<file path="config.mk">
export PLATFORM = sky130hd
export DESIGN_NAME = mul2_seq_ctrl
export DESIGN_NICKNAME = d
export VERILOG_FILES = /design/src/rtl/mul2_seq_ctrl.sv
export SDC_FILE = /design/constraint.sdc
export NUM_CORES = 1
export LEC_CHECK = 0
export ABC_AREA = 1
export BUFFER_PORTS_ARGS = -buffer_cell sky130_fd_sc_hd__buf_2
export CAP_MARGIN = 10
export CORE_MARGIN = 4
export CORE_UTILIZATION = 55
export DETAILED_ROUTE_END_ITERATION = 10
export GPL_TIMING_DRIVEN = 0
export PLACE_DENSITY = 0.85
export SETUP_SLACK_MARGIN = 0.2
export SYNTH_ARGS = -nofsm -noshare
export SYNTH_HDL_FRONTEND = slang
export SYNTH_SLANG_ARGS = --single-unit
</file>
<file path="constraint.sdc">
create_clock -name clk -period 5.2 [get_ports clk]
set_clock_uncertainty 0.05 [all_clocks]
set_input_delay 1.04 -clock clk [delete_from_list [all_inputs] [get_ports clk]]
set_output_delay 1.04 -clock clk [all_outputs]
set_load 0.05 [all_outputs]
</file>
<file path="src/rtl/mul2_seq_ctrl.sv">
// Sequential W x W unsigned multiplier built from one reused 2x2 multiplier cell,
// with valid/ready handshakes on both the operand and product sides.

// 2-bit x 2-bit unsigned combinational multiplier cell.
module bin_mul_2_2 (
    input  logic x1,
    input  logic x0,
    input  logic y1,
    input  logic y0,
    output logic z3,
    output logic z2,
    output logic z1,
    output logic z0
);

    // Sum-of-products form of {x1,x0} * {y1,y0}
    assign z0 = x0 & y0;
    assign z1 = (x1 & y0) ^ (x0 & y1);
    assign z2 = (x1 & y1) ^ (x1 & x0 & y1 & y0);
    assign z3 = x1 & x0 & y1 & y0;

endmodule

module mul2_seq_ctrl #(
    parameter int unsigned W  = 8,
    parameter int unsigned CW = 16
) (
    input  logic            clk,
    input  logic            rst_n,
    input  logic            in_valid,
    output logic            in_ready,
    input  logic [W-1:0]    a,
    input  logic [W-1:0]    b,
    output logic            out_valid,
    input  logic            out_ready,
    output logic [2*W-1:0]  product,
    output logic            busy,
    output logic [CW-1:0]   op_count
);

    localparam int unsigned D  = W / 2;
    localparam int unsigned IW = (D > 1) ? $clog2(D) : 1;
    localparam int unsigned PW = 2 * W;

    typedef enum logic [1:0] {
        IDLE = 2'd0,
        RUN  = 2'd1,
        DONE = 2'd2
    } state_t;

    state_t          state_q;
    state_t          state_d;
    logic            accept;
    logic            step;
    logic            finish;
    logic            hshk;

    logic [W-1:0]    a_r;
    logic [W-1:0]    b_r;
    logic [IW-1:0]   i_q;
    logic [IW-1:0]   j_q;
    logic [PW-1:0]   acc_q;

    logic            i_last;
    logic            j_last;
    logic [1:0]      x_dig;
    logic [1:0]      y_dig;
    logic [3:0]      z;
    logic [IW:0]     dig_sum;
    logic [IW+1:0]   shamt;
    logic [PW-1:0]   term;
    logic [PW-1:0]   acc_sum;

    assign in_ready = (state_q == IDLE);
    assign busy     = (state_q == RUN);

    assign i_last = (i_q == IW'(D - 1));
    assign j_last = (j_q == IW'(D - 1));

    // Select the current operand digits and weight the cell output by 4^(i+j)
    assign x_dig   = 2'(a_r >> {i_q, 1'b0});
    assign y_dig   = 2'(b_r >> {j_q, 1'b0});
    assign dig_sum = {1'b0, i_q} + {1'b0, j_q};
    assign shamt   = {dig_sum, 1'b0};
    assign term    = PW'(z) << shamt;
    assign acc_sum = acc_q + term;

    bin_mul_2_2 u_cell (
        .x1 (x_dig[1]),
        .x0 (x_dig[0]),
        .y1 (y_dig[1]),
        .y0 (y_dig[0]),
        .z3 (z[3]),
        .z2 (z[2]),
        .z1 (z[1]),
        .z0 (z[0])
    );

    // State register
    always_ff @(posedge clk or negedge rst_n) begin
        if (!rst_n) begin
            state_q <= IDLE;
        end else begin
            state_q <= state_d;
        end
    end

    // Next-state and datapath strobes
    always_comb begin
        state_d = state_q;
        accept  = 1'b0;
        step    = 1'b0;
        finish  = 1'b0;
        hshk    = 1'b0;
        case (state_q)
            IDLE: begin
                if (in_valid) begin
                    accept  = 1'b1;
                    state_d = RUN;
                end
            end
            RUN: begin
                step = 1'b1;
                if (i_last && j_last) begin
                    finish  = 1'b1;
                    state_d = DONE;
                end
            end
            DONE: begin
                if (out_ready) begin
                    hshk    = 1'b1;
                    state_d = IDLE;
                end
            end
            default: begin
                state_d = IDLE;
            end
        endcase
    end

    // Operand capture, digit walk, accumulation and result handshake
    always_ff @(posedge clk or negedge rst_n) begin
        if (!rst_n) begin
            a_r       <= '0;
            b_r       <= '0;
            i_q       <= '0;
            j_q       <= '0;
            acc_q     <= '0;
            product   <= '0;
            out_valid <= 1'b0;
            op_count  <= '0;
        end else begin
            if (accept) begin
                a_r   <= a;
                b_r   <= b;
                acc_q <= '0;
                i_q   <= '0;
                j_q   <= '0;
            end
            if (step) begin
                acc_q <= acc_sum;
                if (j_last) begin
                    j_q <= '0;
                    i_q <= i_q + IW'(1);
                end else begin
                    j_q <= j_q + IW'(1);
                end
            end
            if (finish) begin
                product   <= acc_sum;
                out_valid <= 1'b1;
            end
            if (hshk) begin
                out_valid <= 1'b0;
                op_count  <= op_count + CW'(1);
            end
        end
    end

endmodule

</file>
==> results of run 1 <==
==> cell type report <==
class / instances / area, sq um
Fill cell: 560 / 2351
Tap cell: 96 / 120.1
Inverter: 37 / 138.9
Clock inverter: 7 / 63.81
Timing Repair Buffer: 54 / 272.8
Buffer: 8 / 33.78
Clock buffer: 9 / 123.9
Sequential cell: 71 / 1777
Multi-Input combinational cell: 388 / 2063
==> report_power, final <==
| group | internal [mW] | total (mW) | switching (mW) | leakage [nW] |
|---|---|---|---|---|
| combinational | 0.473 | 1.50 | 1.03 | 1.48 |
| clock | 0.184 | 0.430 | 0.246 | 0.0903 |
| sequential | 0.740 | 0.865 | 0.125 | 0.908 |
==> state kept, by name (all words and copies together) (netlist names) <==
| signal | flops |
|---|---|
| a_r | 8 |
| state_q | 2 |
| i_q | 2 |
| b_r | 8 |
| j_q | 2 |
| out_valid | 1 |
| op_count | 16 |
| product | 16 |
| acc_q | 16 |
==> worst reg2reg max path, delay by kind of cell, from the launching register on <==
family | cells | cell delay (ns)
AOI/OAI and AO/OA | 4 | 0.97
DFF | 1 | 0.50
xor gates and xnor gates | 1 | 0.16
buffers and inverters | 2 | 0.43
and+or+nand+nor | 4 | 0.47
adders and majority gates | 3 | 0.92
==> worst max-delay path by stage <==
stage                         endpoint  slack [ns]  cells after the start
2_1_floorplan    acc_q[12]$_DFFE_PN0P_        2.16                     16
3_3_place_gp   product[11]$_DFFE_PN0P_        1.84                     14
3_5_place_dp   product[11]$_DFFE_PN0P_        1.72                     14
4_1_cts        product[11]$_DFFE_PN0P_        1.70                     14
5_1_grt        product[11]$_DFFE_PN0P_        1.32                     14
6_report       product[11]$_DFFE_PN0P_        1.63                     14
==> synthesized netlist by cell type (3+ instances only) <==
cell type,n
nand3_1,35
ha_1,19
o21bai_1,3
nor2_1,25
nor2_4,4
dfrtp_1,71
inv_1,33
xor2_1,13
or2_2,3
a21oi_1,12
inv_2,4
nor3_1,4
nand4_1,4
buf_2,3
nand2_1,202
xnor2_1,7
o21ai_0,26
clkbuf_1,4
nor2_2,5
==> routing by layer <==
| metal | vias to the layer above | wire (um) |
|---|---|---|
| li1 | 1764 | - |
| met1 | 1647 | 3979 |
| met2 | 97 | 4249 |
| met3 | 14 | 447 |
| met4 | 0 | 149 |
| met5 | - | 0 |
==> through the flow <==
| stage | total power, mW | area (sq um) |
|---|---|---|
| final | 2.798 | 4593 |
| after global routing | 3.045 | 4593 |
| after CTS | 2.789 | 4593 |
| after detailed placement | 2.351 | 4405 |
| after global placement | 2.283 | 4403 |
| after floorplan | 2.010 | 4013 |
==> cells by family after synthesis <==
family | count (synthesis) | synth area share [%]
AOI/OAI and AO/OA | 53 | 7.390
xor gates and xnor gates | 20 | 4.366
DFF | 71 | 44.28
muxes | 1 | 0.2806
and+or+nand+nor | 293 | 32.46
adders and majority gates | 21 | 6.922
buffers and inverters | 45 | 4.303
==> results.py, run 1 <==
metrics = {
    "run_status": {
        "status": "complete, no violations",
    },
    "clock_network": {
        "clock_sinks": 71,
        "clk_pin_slew_worst_paths_ns": 0.09,
        "postCtsSetupBuffers": 0,
        "ctsRootBufferMaster": "clkbuf_8",
        "cts_buffers": 9,
        "htree_levels": 3,
        "clock_latency_ns": 0.36,
        "cts_hold_buf": 0,
        "clk_path_buf_depth": 2,
        "cts_tree": "done",
        "cts_resized": 0,
    },
    "hold_path": {
        "hold_path_depth": 2,
        "hold-path-endpoint": "product[14]$_DFFE_PN0P_",
        "min-delay-start": "product[14]$_DFFE_PN0P_",
        "hold_path.class": "register to register",
    },
    "logic_synthesis": {
        "syn_area_per_cell_sq_um": 7.962,
        "synth_seq_cells": 71,
        "synth_edf_count": 0,
        "synth-warning-count": 0,
        "synth_seq_area_share_pct": 44.28,
        "netlist_area_sq_um": 4013,
        "synth.top_cell.area_share_pct": 44.28,
        "ys.flop_type": "dfrtp_1",
        "synth-async-reset-ratio_pct": 100.0,
        "yosysTopAreaCell": "dfrtp_1",
        "yosys-top-cells-area": "dfrtp_1, nand2_1, ha_1, nand3_1, o21ai_0",
        "synth_cell_type_count": 38,
        "synth_nets": 545,
        "synthCells": 504,
    },
    "detailed_routing": {
        "drt_drc_violations_left": 0,
        "postRouteAntennaNets": 0,
        "drt-pass1-iter-count": 7,
        "viasPerCell": 5.257,
        "drt-initial-drc-count": 221,
        "wl_per_cell_um": 13.17,
        "drt_wl_total_um": 8826,
        "num_vias": 3522,
    },
    "die": {
        "boundaryPins": 55,
        "dieWidth_um": 93.42,
        "rows": 30,
        "die_area_sq_um": 8726,
        "start_util_pct": 57.78,
        "core_area_sq_um": 6944,
        "die_h_um": 93.42,
    },
    "grt": {
        "grt_pass1_wl_um": 15460,
        "use_met1_pct": 28.79,
        "grt_usage_pct": 21.96,
        "grt_pass1_vias": 3565,
        "busiest_layer": "met2",
        "grt_antenna_before_repair": 0,
        "met3_usage_pct": 3.540,
        "use_met2_pct": 36.63,
        "grt_overflow": 0,
        "grt_start_max_net_pins": 72,
    },
    "final_layout": {
        "syn_to_final_growth_pct": 14.47,
        "drive_gt1_share_pct": 17.42,
        "utilization_pct": 66.14,
        "layout.nets": 610,
        "diodes": 0,
        "stdcell_count": 670,
        "final_cell_mix": "nand2_1, dfrtp_1, buf_2, nand3_1, inv_1",
        "layout_commonest_cell": "nand2_1",
    },
    "sta": {
        "tightest_slew_ns": 0.8576,
        "period_needed_ns": 3.567,
        "final_max_slew_viol_count": 0,
        "fin_ws_ns": 1.633,
        "holdWs_ns": 0.4276,
        "fin_setup_tns_ns": 0,
        "hold_viol": 0,
        "rsz0062_at_grt": "false",
        "post-route-period-util_pct": 68.60,
        "setup_viol": 0,
        "max_freq_ghz": 0.2803,
        "slew_headroom_pct": 42.83,
    },
    "placement": {
        "portBuffers": 54,
        "dp_hpwl_um": 6369,
        "dp_slack_ns": 1.724,
        "gp_congestion": 0.9324,
        "dp.cells": 654,
    },
    "setup_path": {
        "slowest_stage": "dfrtp_1",
        "r2r-end": "product[11]$_DFFE_PN0P_",
        "cpPeakStageDelay_ns": 0.50,
        "cp-startpoint": "j_q[0]$_DFFE_PN0P_",
        "cp_max_fo": 9,
        "critPathArrivalTime_ns": 3.80,
        "critPathCaptureType": "register",
        "rr_startpoint": "j_q[0]$_DFFE_PN0P_",
        "required_ns": 5.43,
        "crit_buf_inv": 2,
        "worstRegToRegCells": 14,
        "rrSetupSlack_ns": 1.63,
        "critPathKind": "register to register",
        "crit_chain": "ha_1 -> fa_1 -> clkbuf_1 -> inv_1 -> nand2_1 -> o22ai_1 -> ha_1 -> a21oi_1 -> nor2_1 -> nor3_1 -> a21boi_1 -> xnor2_1 -> nand2_1 -> o21ai_1",
        "critPathTopFamily": "compound AO/OA/AOI/OAI gates",
        "critPathLaunchType": "register",
    },
    "power_and_ir_drop": {
        "vdd.ir_drop.worst_mv": 0.2535,
        "cellPowerDensity_nw_per_um2": 609.1,
        "leakage_nw": 2.483,
    },
    "flow_run": {
        "drv_cap": 0,
    },
}
Note: power is estimated with default switching activity, not from simulation.
==> inputs of run 2 (changes only) <==
ABC_AREA = 0   (was 1)
clock period = 3.6 ns   (was 5.2 ns; I/O delays follow)
==> run 2 against run 1 <==
- combinational power rose by 66%
- sequential share of layout area fell by 0.59 points
- sequential power is 47% higher
- flip-flop and latch count did not move
- hold slack worse by 0.0021 ns
- via count is 7.3% lower
- total power is 57% higher
- maximum frequency up 1.1%
- clock power increased by 45%
- critical path depth shrank 1
- synthesized cell count decreased by 22%
==> results.py, run 2 <==
metrics = {
    "run_status": {
        "status": "complete, no violations",
    },
    "placement": {
        "dp_hpwl_um": 6023,
        "gp_congestion": 0.9450,
        "dp_slack_ns": -0.1627,
        "portBuffers": 54,
    },
    "power_and_ir_drop": {
        "leakage_nw": 2.281,
        "cellPowerDensity_nw_per_um2": 939.4,
        "vdd.ir_drop.worst_mv": 0.5371,
        "p_total_mw": 4.388,
    },
    "die": {
        "die_area_sq_um": 8188,
        "start_util_pct": 57.62,
        "boundaryPins": 55,
        "core_area_sq_um": 6495,
        "rows": 29,
        "dieWidth_um": 90.49,
        "die_h_um": 90.49,
    },
    "final_layout": {
        "largest_registers": "acc_q: 16 flops, op_count: 16 flops, product: 16 flops",
        "drive_gt1_share_pct": 29.88,
        "final_cell_mix": "nand2_1, dfrtp_1, buf_2, nand3_1, o21ai_0",
        "syn_to_final_growth_pct": 24.81,
        "layout.nets": 518,
        "diodes": 0,
        "layout_commonest_cell": "nand2_1",
        "n_fill_cell": 443,
    },
    "setup_path": {
        "slowest_stage": "fa_1",
        "crit_buf_inv": 2,
        "cpPeakStageDelay_ns": 0.49,
        "critPathKind": "register to register",
        "critPathArrivalTime_ns": 3.69,
        "crit_chain": "ha_1 -> fa_1 -> buf_8 -> nand2b_1 -> o32ai_2 -> ha_1 -> a21o_1 -> a21o_1 -> a21oi_1 -> o21a_2 -> buf_6 -> xor2_2 -> o21ai_1",
        "required_ns": 3.76,
        "critPathCaptureType": "register",
        "critPathLaunchType": "register",
        "critPathTopFamily": "compound AO/OA/AOI/OAI gates",
        "cp_max_fo": 10,
    },
    "logic_synthesis": {
        "synth_nets": 436,
        "synth-async-reset-ratio_pct": 100.0,
        "synth-warning-count": 0,
        "synth_seq_cells": 71,
        "yosys-top-cells-area": "dfrtp_1, nand2_1, ha_1, o21ai_0, xnor2_1",
        "syn_area_per_cell_sq_um": 9.474,
        "synth_cell_type_count": 47,
        "synth_commonest_cells": "nand2_1, dfrtp_1, o21ai_0",
        "synth_seq_area_share_pct": 47.48,
        "synth_most_common_cell": "nand2_1",
        "synth.top_cell.area_share_pct": 47.48,
        "netlist_area_sq_um": 3742,
        "synthCells": 395,
        "yosysTopAreaCell": "dfrtp_1",
        "ys.flop_type": "dfrtp_1",
        "synth_edf_count": 0,
    },
    "clock_network": {
        "clk_path_buf_depth": 2,
        "clock_latency_ns": 0.35,
        "clock_sinks": 71,
        "ctsRootBufferMaster": "clkbuf_8",
        "cts_hold_buf": 0,
        "cts_tree": "done",
        "cts_buffers": 9,
        "htree_levels": 3,
        "clk_pin_slew_worst_paths_ns": 0.08,
    },
    "grt": {
        "grt_pass1_vias": 3237,
        "busiest_layer": "met2",
        "grt_usage_pct": 22.31,
        "grt_pass1_wl_um": 14950,
        "use_met1_pct": 28.20,
        "grt_overflow": 0,
        "use_met2_pct": 37.86,
        "grt_antenna_before_repair": 0,
        "grt_start_max_net_pins": 72,
        "met3_usage_pct": 4.083,
    },
    "flow_run": {
        "drv_cap": 0,
    },
    "hold_path": {
        "hold_path.class": "primary input to asynchronous set/reset pin",
    },
    "sta": {
        "holdWs_ns": 0.4255,
        "tightest_slew_ns": 0.8819,
        "post-route-period-util_pct": 97.99,
        "hold_viol": 0,
        "rsz0062_at_grt": "true",
        "setup_viol": 0,
        "fin_ws_ns": 0.07238,
        "final_max_slew_viol_count": 0,
        "max_freq_ghz": 0.2835,
        "period_needed_ns": 3.528,
        "slew_headroom_pct": 41.21,
    },
    "detailed_routing": {
        "drt_drc_violations_left": 0,
        "drt_wl_total_um": 9538,
        "drt-pass1-iter-count": 5,
        "viasPerCell": 5.843,
        "wl_per_cell_um": 17.06,
        "postRouteAntennaNets": 0,
        "drt-initial-drc-count": 250,
        "num_vias": 3266,
    },
}
## run 2: cell count changes in the layout (fill, tap and decap cells not counted), sizes merged, moves of 11 or more
cell / change
xnor2: +11
inv: -34
buf: +17
nand2: -101
nor2: -16
nand3: -18
## run 2: logic make-up after synthesis
group                      share of synthesized area [%]
muxes                                              3.678
and+or+nand+nor                                    20.06
buffers and inverters                              2.341
adders and majority gates                          7.422
AOI/OAI and AO/OA                                  11.80
xor gates and xnor gates                           7.222
DFF                                                47.48
## run 2: layer usage
layer  share of wire, %  routed length (um)
met5                  0                   0
met4                2.8                 266
met3                5.1                 486
met1                 40                3803
met2                 52                4981
## run 2: cell type report
type	count	area, sq um	share of cell area (%)
buffer	16	77.57	1.661
multi-input combinational	301	2087	44.68
clock inverter	6	61.31	1.313
clock buffer	10	127.6	2.732
sequential	71	1779	38.09
inverter	7	26.28	0.5626
tap	77	96.34	2.063
timing repair buffer	71	415.4	8.894
## run 2: report_power, final
group,leakage (nW),internal [mW],switching [mW]
sequential,0.912,1.07,0.196
combinational,1.27,0.920,1.57
clock,0.0960,0.318,0.305
total,2.28,2.31,2.08
## run 2: worst paths after layout
kind,start,end,slack [ns],cells after the start
min in group clk,product[6]$_DFFE_PN0P_,product[6]$_DFFE_PN0P_,0.43,2
worst max-delay path,i_q[0]$_DFF_PN0_,product[11]$_DFFE_PN0P_,0.07,13
worst min-delay path,rst_n,product[3]$_DFFE_PN0P_,0.43,1
worst max register to register,i_q[0]$_DFF_PN0_,product[11]$_DFFE_PN0P_,0.07,13
max in group asynchronous,rst_n,i_q[0]$_DFF_PN0_,2.45,1
worst min register to register,product[6]$_DFFE_PN0P_,product[6]$_DFFE_PN0P_,0.43,2
## run 2: repair_timing
item,CTS,global route
endpoints found under the setup margin,19,19
setup buffers,4,13
pin swaps,4,34
gates resized for setup,17,56
## run 2: metrics by stage
stage                     util, %  setup TNS, ns  area [sq um]  cells
after floorplan                 -              0          3747    395
after global placement      63.34        -0.4652          4114    526
after detailed placement    63.38        -0.9194          4116    526
after CTS                   67.50              0          4384    546
after global routing        71.91        -0.4131          4671    559
final                       71.91              0          4671    559
